### src/rtl/seq_det_ctrl_if.sv
// Config channel of the serial pattern detector.
// Host drives the fields; detector answers with cfg_ready.
interface seq_det_ctrl_if #(
  parameter int PW = 8,
  parameter int CW = 8
);
  logic          cfg_valid;
  logic          cfg_ready;
  logic [PW-1:0] cfg_pattern;
  logic [3:0]    cfg_len;
  logic          cfg_overlap;
  logic [CW-1:0] cfg_target;

  modport master (
    output cfg_valid,
    output cfg_pattern,
    output cfg_len,
    output cfg_overlap,
    output cfg_target,
    input  cfg_ready
  );

  modport slave (
    input  cfg_valid,
    input  cfg_pattern,
    input  cfg_len,
    input  cfg_overlap,
    input  cfg_target,
    output cfg_ready
  );
endinterface

### src/rtl/seq_det_ctrl.sv
// Programmable Mealy serial pattern detector with
// arm/abort sequencing and a match-count stop target.
module seq_det_ctrl #(
  parameter int PW = 8,
  parameter int CW = 8
) (
  input  logic          clk,
  input  logic          rst,
  seq_det_ctrl_if.slave cfg,
  input  logic          start,
  input  logic          abort,
  input  logic          x_valid,
  input  logic          x,
  output logic          y,
  output logic          busy,
  output logic          done,
  output logic [CW-1:0] match_count
);

  localparam int FW = $clog2(PW);

  typedef enum logic [1:0] {
    IDLE,
    ARMED,
    DONE
  } state_t;

  state_t        state, state_n;

  logic [PW-1:0] pat_r;
  logic [3:0]    len_r;
  logic          ovl_r;
  logic [CW-1:0] tgt_r;

  logic [PW-1:0] act_pat;
  logic [3:0]    act_len;
  logic          act_ovl;
  logic [CW-1:0] act_tgt;

  logic [PW-2:0] hist, hist_n;
  logic [FW-1:0] fill, fill_n;
  logic [CW-1:0] cnt, cnt_n;

  logic [PW-1:0] cand;
  logic [PW-1:0] mask;
  logic [3:0]    fill4;
  logic          hit;
  logic          hs;
  logic [CW:0]   cnt_p1;
  logic [CW-1:0] cnt_inc;
  logic          tgt_hit;

  function automatic logic [3:0] clamp_len(
    input logic [3:0] l
  );
    if (l < 4'd2) return 4'd2;
    if (int'(l) > PW) return 4'(PW);
    return l;
  endfunction

  assign cfg.cfg_ready = (state == IDLE);
  assign hs = cfg.cfg_valid & cfg.cfg_ready;

  assign busy        = (state == ARMED);
  assign done        = (state == DONE);
  assign match_count = cnt;

  assign cand  = {hist, x};
  assign fill4 = 4'(fill);

  always_comb begin
    mask = '0;
    for (int i = 0; i < PW; i++)
      mask[i] = (i < int'(act_len));
  end

  // Only the low len bits of the pattern take part.
  assign hit = (state == ARMED) & x_valid
             & (fill4 >= act_len - 4'd1)
             & (((cand ^ act_pat) & mask) == '0);

  assign y = hit & rst;

  assign cnt_p1  = {1'b0, cnt} + 1'b1;
  assign cnt_inc = (&cnt) ? cnt : cnt_p1[CW-1:0];
  assign tgt_hit = (act_tgt != '0)
                 & (cnt_p1 == {1'b0, act_tgt});

  always_comb begin
    state_n = state;
    hist_n  = hist;
    fill_n  = fill;
    cnt_n   = cnt;
    unique case (state)
      IDLE: begin
        if (start & ~abort) begin
          state_n = ARMED;
          hist_n  = '0;
          fill_n  = '0;
          cnt_n   = '0;
        end
      end
      ARMED: begin
        if (abort) begin
          state_n = IDLE;
        end else if (x_valid) begin
          if (hit & ~act_ovl) begin
            hist_n = '0;
            fill_n = '0;
          end else begin
            hist_n = cand[PW-2:0];
            if (fill != FW'(PW - 1))
              fill_n = fill + 1'b1;
          end
          if (hit) begin
            cnt_n = cnt_inc;
            if (tgt_hit) state_n = DONE;
          end
        end
      end
      DONE: begin
        if (abort) begin
          state_n = IDLE;
        end else if (start) begin
          state_n = ARMED;
          hist_n  = '0;
          fill_n  = '0;
          cnt_n   = '0;
        end
      end
      default: state_n = IDLE;
    endcase
  end

  always_ff @(posedge clk) begin
    if (!rst) begin
      state   <= IDLE;
      pat_r   <= PW'(8'b0000_1011);
      len_r   <= 4'd4;
      ovl_r   <= 1'b1;
      tgt_r   <= '0;
      act_pat <= PW'(8'b0000_1011);
      act_len <= 4'd4;
      act_ovl <= 1'b1;
      act_tgt <= '0;
      hist    <= '0;
      fill    <= '0;
      cnt     <= '0;
    end else begin
      state <= state_n;
      hist  <= hist_n;
      fill  <= fill_n;
      cnt   <= cnt_n;
      if (hs) begin
        pat_r <= cfg.cfg_pattern;
        len_r <= clamp_len(cfg.cfg_len);
        ovl_r <= cfg.cfg_overlap;
        tgt_r <= cfg.cfg_target;
      end
      // Active copy lags one cycle, so a same-cycle
      // cfg+start arms on the previous settings.
      act_pat <= pat_r;
      act_len <= len_r;
      act_ovl <= ovl_r;
      act_tgt <= tgt_r;
    end
  end

endmodule
### src/flat_wrapper.sv
// flat-port wrapper written by rule: the top's interface ports become plain ports
module seq_det_ctrl_flat 
#(
  parameter int PW = 8,
  parameter int CW = 8
)
  (clk, rst, start, abort, x_valid, x, y, busy, done, match_count, cfg_cfg_valid, cfg_cfg_pattern, cfg_cfg_len, cfg_cfg_overlap, cfg_cfg_target, cfg_cfg_ready);
  seq_det_ctrl_if #(.PW(PW), .CW(CW)) cfg_i ();
  input  logic clk;
  input  logic rst;
  input  logic start;
  input  logic abort;
  input  logic x_valid;
  input  logic x;
  output logic y;
  output logic busy;
  output logic done;
  output logic [CW-1:0] match_count;
  input wire logic [$bits(cfg_i.cfg_valid)-1:0] cfg_cfg_valid;
  input wire logic [$bits(cfg_i.cfg_pattern)-1:0] cfg_cfg_pattern;
  input wire logic [$bits(cfg_i.cfg_len)-1:0] cfg_cfg_len;
  input wire logic [$bits(cfg_i.cfg_overlap)-1:0] cfg_cfg_overlap;
  input wire logic [$bits(cfg_i.cfg_target)-1:0] cfg_cfg_target;
  output wire logic [$bits(cfg_i.cfg_ready)-1:0] cfg_cfg_ready;
  assign cfg_i.cfg_valid = cfg_cfg_valid;
  assign cfg_i.cfg_pattern = cfg_cfg_pattern;
  assign cfg_i.cfg_len = cfg_cfg_len;
  assign cfg_i.cfg_overlap = cfg_cfg_overlap;
  assign cfg_i.cfg_target = cfg_cfg_target;
  assign cfg_cfg_ready = cfg_i.cfg_ready;
  seq_det_ctrl #(.PW(PW), .CW(CW)) u_core (.clk(clk), .rst(rst), .cfg(cfg_i), .start(start), .abort(abort), .x_valid(x_valid), .x(x), .y(y), .busy(busy), .done(done), .match_count(match_count));
endmodule
### config.mk
export PLATFORM = sky130hd
export DESIGN_NAME = seq_det_ctrl_flat
export DESIGN_NICKNAME = d
export VERILOG_FILES = /design/src/rtl/seq_det_ctrl_if.sv /design/src/rtl/seq_det_ctrl.sv /design/src/flat_wrapper.sv
export SDC_FILE = /design/constraint.sdc
export NUM_CORES = 1
export LEC_CHECK = 0
export BUFFER_PORTS_ARGS = -buffer_cell sky130_fd_sc_hd__clkbuf_2
export CAP_MARGIN = 15
export CORE_MARGIN = 2
export CORE_UTILIZATION = 25
export CTS_BUF_LIST = sky130_fd_sc_hd__clkbuf_4 sky130_fd_sc_hd__clkbuf_8
export CTS_CLUSTER_SIZE = 14
export DETAILED_ROUTE_END_ITERATION = 10
export PLACE_DENSITY = 0.47
export SLEW_MARGIN = 15
export SYNTH_ARGS = -nofsm -noshare
export SYNTH_HDL_FRONTEND = slang
export SYNTH_SLANG_ARGS = --single-unit
### constraint.sdc
create_clock -name clk -period 2.8 [get_ports clk]
set_input_delay 0.42 -clock clk [delete_from_list [all_inputs] [get_ports clk]]
set_output_delay 0.42 -clock clk [all_outputs]
set_load 0.01 [all_outputs]
# Word level (Yosys, flattened, before mapping)

Index checks and enable logic that the tools add are counted.

Add/subtract/negate cells: 3
$mul: 0
Div/mod/pow operators: 0
Order comparisons: 11
Eq/ne operators: 16
Shift-type cells: 0
Mux-type cells: 42
Bitwise logic cells: 12
Reductions and logical operators: 9

Operator list:

| operator                                               | number |
|---|---|
| two-way mux 8 bit                                      | 7 |
| two-way mux 7 bit                                      | 6 |
| one-hot mux 8 bit (3 select lines)                     | 1 |
| two-way mux 3 bit                                      | 7 |
| one-hot mux 7 bit (3 select lines)                     | 1 |
| < comparator 3 x 4 -> 1 bit (first input constant)     | 4 |
| two-way mux 4 bit                                      | 4 |
| AND reduction 8 bit                                    | 2 |
| two-way mux 2 bit                                      | 7 |
| inequality test 2 bit (second input constant)          | 6 |
| adder 8 x 1 -> 9 bit (second input constant)           | 1 |
| == test 9 x 8 -> 1 bit                                 | 1 |
| inequality test 3 bit (second input constant)          | 3 |
| one-hot mux 3 bit (3 select lines)                     | 1 |
| AND 1 bit                                              | 8 |
| AND 8 bit                                              | 1 |
| logical NOT 8 bit                                      | 1 |
| < comparator 1 x 4 -> 1 bit (first input constant)     | 2 |
| < comparator 2 x 4 -> 1 bit (first input constant)     | 2 |
| nonzero test 8 bit                                     | 1 |
| XOR 8 bit                                              | 1 |
| two-way mux 1 bit                                      | 7 |
| AND reduction 7 bit                                    | 1 |
| inequality test 3 x 2 -> 1 bit (second input constant) | 2 |
| 15 further kinds                                       | 16 |

Register bits: 62
Latch bits: 0
Bits in writable memories: 0
ROM bits: 0
Input bits: 28
Word-level logic and storage cells: 105
Memories: 0

# Logic depth before layout (Yosys ltp)

Word-level depth: 9
Depth in mapped cells: 11
Gate-level depth less buffers: 10

# Worst setup path after synthesis

No wires, ideal clock.

Path type: flip-flop to flip-flop
Start: register u_core.act_len[0]
End: register u_core.cnt[6] (netlist: u_core.match_count[6])
Data arrival time: 2514 ps
Setup slack: 211 ps
Stages on the path, launching flop included: 12
Buffers on the path: 1
Period minus slack after synthesis: 2589 ps
Cell sequence: dfxtp_1 inv_1 ha_1 xnor2_1 ha_1 o21ai_0 a21o_1 a221oi_4 nand3_2 buf_6 or4_1 a31oi_1

Word-level cells in the longest chain between the ends: 6

RTL lines:

| what                                                             | line                                   | RTL |
|---|---|---|
| start: declaration                                               | seq_det_ctrl.sv:36                     | `logic [3:0] act_len;` |
| start signal: assignment                                         | seq_det_ctrl.sv:163                    | `act_len <= len_r;` |
| subtractor 4 x 1 -> 4 bit (tied with other cells)                | seq_det_ctrl.sv:79                     | `& (fill4 >= act_len - 4'd1)` |
| >= comparator 3 x 4 -> 1 bit / AND 8 bit (equally long branches) | seq_det_ctrl.sv:79, seq_det_ctrl.sv:80 |  |
| AND 1 bit / logical NOT 8 bit (equally long branches)            | seq_det_ctrl.sv:79, seq_det_ctrl.sv:80 |  |
| AND 1 bit (*)                                                    | seq_det_ctrl.sv:80                     | `& (((cand ^ act_pat) & mask) == '0);` |
| inequality test 2 x 1 -> 1 bit (no source line) (*)              | -                                      |  |
| AND reduction 8 bit (no source line) (*)                         | -                                      |  |
| end signal: assignment                                           | seq_det_ctrl.sv:153                    | `cnt <= cnt_n;` |
| end: declaration                                                 | seq_det_ctrl.sv:42                     | `logic [CW-1:0] cnt, cnt_n;` |

Every way passes the cells marked *; elsewhere a longest branch is shown, timed or not.
A chain may end at the register's enable or synchronous reset.

# Worst setup path after layout

Start: register u_core.act_len[1]
End: output port y

Word-level cells in the longest chain between the ends: 5

RTL lines:

| what                                                             | line                                   | RTL |
|---|---|---|
| subtractor 4 x 1 -> 4 bit (tied with other cells)                | seq_det_ctrl.sv:79                     |  |
| >= comparator 3 x 4 -> 1 bit / AND 8 bit (equally long branches) | seq_det_ctrl.sv:79, seq_det_ctrl.sv:80 |  |
| AND 1 bit / logical NOT 8 bit (equally long branches)            | seq_det_ctrl.sv:79, seq_det_ctrl.sv:80 |  |
| AND 1 bit (*)                                                    | seq_det_ctrl.sv:80                     |  |
| AND 1 bit (*)                                                    | seq_det_ctrl.sv:82                     | `assign y = hit & rst;` |
| end: declaration                                                 | flat_wrapper.sv:15                     | `output logic y;` |

Marks and branches as above.

==> flow_summary.ini <==
[status]
outcome = completed

[synth]
synth-main-ff-cell = sky130_fd_sc_hd__dfxtp_1
yosys.area_share.xor_xnor_pct = 6.37
synth_top_family_by_area = simple AND/OR/NAND/NOR gates
synth_simple_gate_area_share_pct = 25.2
synth_compound_gate_area_share_pct = 16.6
yosys_warnings = 0
postSynthAreaPerCell_um2 = 8.97
yosys.cell_types.count = 55
synth_edf_count = 0
synth_nets = 359
yosys_register_bits = 62
ys_seq_area_share_pct = 43.0
synth_adder_area_share_pct = 3.90
syn-cell-area_um2 = 2890
muxShareOfSynthArea_pct = 0.909
synthesis.instances = 322
synthArstFlopShare_pct = 0

[floorplan]
die_area_um2 = 12400
area_of_the_core_um2 = 11400
num_rows = 39
io-pin-count = 40
dieHeight_um = 112
die_x_um = 112
initial_core_util_pct = 25.4

[global_route]
antenna_found_initial = 0
first_pass_grt_wire_length_um = 11700
grt_pass1_vias = 2417
overflow = 0
globalRouteTotalUtil_pct = 11.7
largest_net_degree_at_the_start_of_global_routing = 46

[timing]
final.setup_skew_ns = 0.00949
post-route-min-period_ns = 2.71
maxSlewViolCount = 0
tightest_slew_ns = 0.599
layout_worst_path_cycle_share_pct = 96.8
setup-violations-final = 0
relSlewSlack_pct = 60.1
hold_viol = 0
max_freq_mhz = 369

[layout]
seq_area_um2 = 1240
multiInputGateArea_um2 = 1560
drive_above_1_share_pct = 22.8
area.growth.synth_to_final_pct = 20.2
most-common-layout-cells = sky130_fd_sc_hd__dfxtp_1 (60), sky130_fd_sc_hd__nor2_1 (41), sky130_fd_sc_hd__clkbuf_2 (38)
filler_cell_count = 1241
finish.utilization_pct = 30.5
layout.cells.most_common = sky130_fd_sc_hd__dfxtp_1
layout.nets = 404
antenna-diode-count = 0

[setup_path]
critical_path_arrival_ns = 2.29
critical-path-slowest-cell = sky130_fd_sc_hd__dfxtp_2
crit_fanout = 3
data_required_time_of_the_critical_path_ns = 2.38
timing.critical_path.cells = inv_2 -> ha_4 -> xnor2_1 -> ha_1 -> o21ai_0 -> a21o_1 -> a221oi_4 -> and2_4 -> and3_4 -> buf_6
timing_worst_setup_path_type = register to output pin
critPathMaxStageDelay_ns = 0.33
start_kind = register
critical_path.endpoint_type = output pin

[hold_path]
min_path_type = primary input to register

[routing]
detailroute.via_count = 2379
vias_per_cell = 4.62
routed_wire_length_per_instance_um = 13.3
finalWirelength_um = 6840
dr.first_iter.drc_count = 68
antenna_violating_nets_post_route = 0
drc_errors = 0
dr.pass1.iters = 5

[power]
clock_power_share_pct = 38.6
power.share.sequential_pct = 51.8
internal_power_mw = 1.36
power_per_cell_area_nw_per_um2 = 527
p_leak_nw = 1.36
vdd.ir_drop.worst_mv = 0.357
share_comb_of_total_power_pct = 9.6
sw_frac_of_total_pct = 25.4
switchingPower_uw = 464
total_power_mw = 1.83

[clocking]
postCtsHoldBufs = 0
cts-root-to-sink-buffers = 2
clkLatencyLatePin_ns = 0.33
cts.htree.levels = 3
path_clk_slew_ns = 0.07
cts_tree = built
clock-root-buffer = sky130_fd_sc_hd__clkbuf_8
clock-sinks = 62
numCtsBuffers = 9

[place]
io_buffer_count = 39
final_replace_weighted_congestion = 0.802
dp_hpwl_um = 4980

[flow_run]
maxCapViolations = 0
layout make-up:
cell class / instances / area share (%)
Clock buffer: 12 / 4.40
Multi-Input combinational cell: 234 / 44.8
Sequential cell: 62 / 35.8
Inverter: 11 / 1.19
Timing Repair Buffer: 49 / 7.96
Tap cell: 143 / 5.15
Clock inverter: 4 / 0.649
registers in the layout, indices dropped and copies added (netlist names), 4 cells and up:
signal / flops
u_core.act_pat: 8
u_core.hist: 7
u_core.act_tgt: 8
u_core.len_r: 4
u_core.tgt_r: 8
u_core.match_count: 8
u_core.pat_r: 8
u_core.act_len: 4
power by group through the flow:
stage	clock network [mW]	logic, mW	registers, mW
2_1_floorplan	0	0.125	0.958
3_3_place_gp	0	0.173	0.967
3_5_place_dp	0	0.175	0.967
4_1_cts	0.731	0.177	0.947
5_1_grt	0.771	0.201	0.952
6_report	0.705	0.176	0.947
stage by stage:
step,hold slack [ns],cell area [um^2],setup WS (ns),cells,TNS [ns]
finish,0.293,3470,0.0907,515,0
global route,0.294,3470,-0.00282,515,-0.00282
CTS,0.270,3440,0.00855,514,0
detailed placement,0.430,3240,0.129,496,0
global placement,0.430,3240,0.184,496,0
floorplan,0.410,2890,0.211,322,0
layer usage:
layer  wire length, um  GRT usage (%)  share of wire (%)  vias up
li1                  -              -                  -     1221
met2              3030           18.5                 44       47
met3               269           2.72                3.9        9
met1              3410           15.0                 50     1102
met5                 0              0                  0        -
met4               128           5.60                1.9        0
cell usage after synthesis (2+ instances only):
master	instances	area share, %
sky130_fd_sc_hd__inv_1	11	1.4
sky130_fd_sc_hd__nand2_1	23	3.0
sky130_fd_sc_hd__dfxtp_1	62	43
sky130_fd_sc_hd__o32ai_1	3	0.91
sky130_fd_sc_hd__nor3b_2	2	0.87
sky130_fd_sc_hd__nand3_1	6	1.0
sky130_fd_sc_hd__a31oi_1	4	0.87
sky130_fd_sc_hd__nor3_1	5	0.87
sky130_fd_sc_hd__nor4_1	3	0.65
sky130_fd_sc_hd__nand2b_1	9	1.9
sky130_fd_sc_hd__xor2_1	5	1.5
sky130_fd_sc_hd__a22o_1	6	1.8
sky130_fd_sc_hd__xnor2_1	16	4.9
sky130_fd_sc_hd__nor3b_1	3	0.78
sky130_fd_sc_hd__and2_1	18	3.9
sky130_fd_sc_hd__a311oi_1	2	0.61
sky130_fd_sc_hd__a2bb2oi_1	3	0.91
sky130_fd_sc_hd__clkbuf_1	11	1.4
sky130_fd_sc_hd__and4_1	2	0.61
sky130_fd_sc_hd__o22ai_1	4	0.87
sky130_fd_sc_hd__or3_1	2	0.43
sky130_fd_sc_hd__nor2_1	41	5.3
sky130_fd_sc_hd__nand4_1	3	0.65
sky130_fd_sc_hd__nor2b_1	3	0.65
sky130_fd_sc_hd__ha_1	9	3.9
sky130_fd_sc_hd__o21ai_0	19	3.3
sky130_fd_sc_hd__o21ai_1	2	0.35
sky130_fd_sc_hd__a21oi_1	12	2.1
sky130_fd_sc_hd__or4_1	4	1.0
sky130_fd_sc_hd__buf_6	2	0.78
sky130_fd_sc_hd__a21o_1	2	0.52
sky130_fd_sc_hd__and3_1	2	0.43
cell families after synthesis:
group,count (synthesis)
and+or+nand+nor,134
adders and majority gates,9
AOI/OAI and AO/OA,68
xor gates and xnor gates,21
DFF,62
buffers and inverters,26
muxes,2
path summary, 6_finish.rpt:
path	endpoint	start	slack, ns	depth (start not counted)
max	y	u_core.act_len[1]	0.09	10
min	u_core.tgt_r[0]	cfg_cfg_target[0]	0.29	3
max reg2reg	u_core.match_count[5]	u_core.act_len[1]	0.17	11
min reg2reg	u_core.act_pat[3]	u_core.pat_r[3]	0.44	1
timing repair:
| action | in CTS | in global routing |
|---|---|---|
| setup buffers | 2 | 1 |
| endpoints found under the hold margin | 0 | 0 |
| resized for setup | 2 | 10 |
| pin swaps | 1 | 2 |
| endpoints found under the setup margin | 1 | 5 |
critical path: cells and delay by family, from the launching register on:
family	cells	cell delay [ns]
compound gates	3	0.56
fa+ha+maj	2	0.43
simple gates	2	0.35
flops	1	0.33
buf+inv	2	0.15
xor+xnor	1	0.13
(Power assumes the default switching activity.)
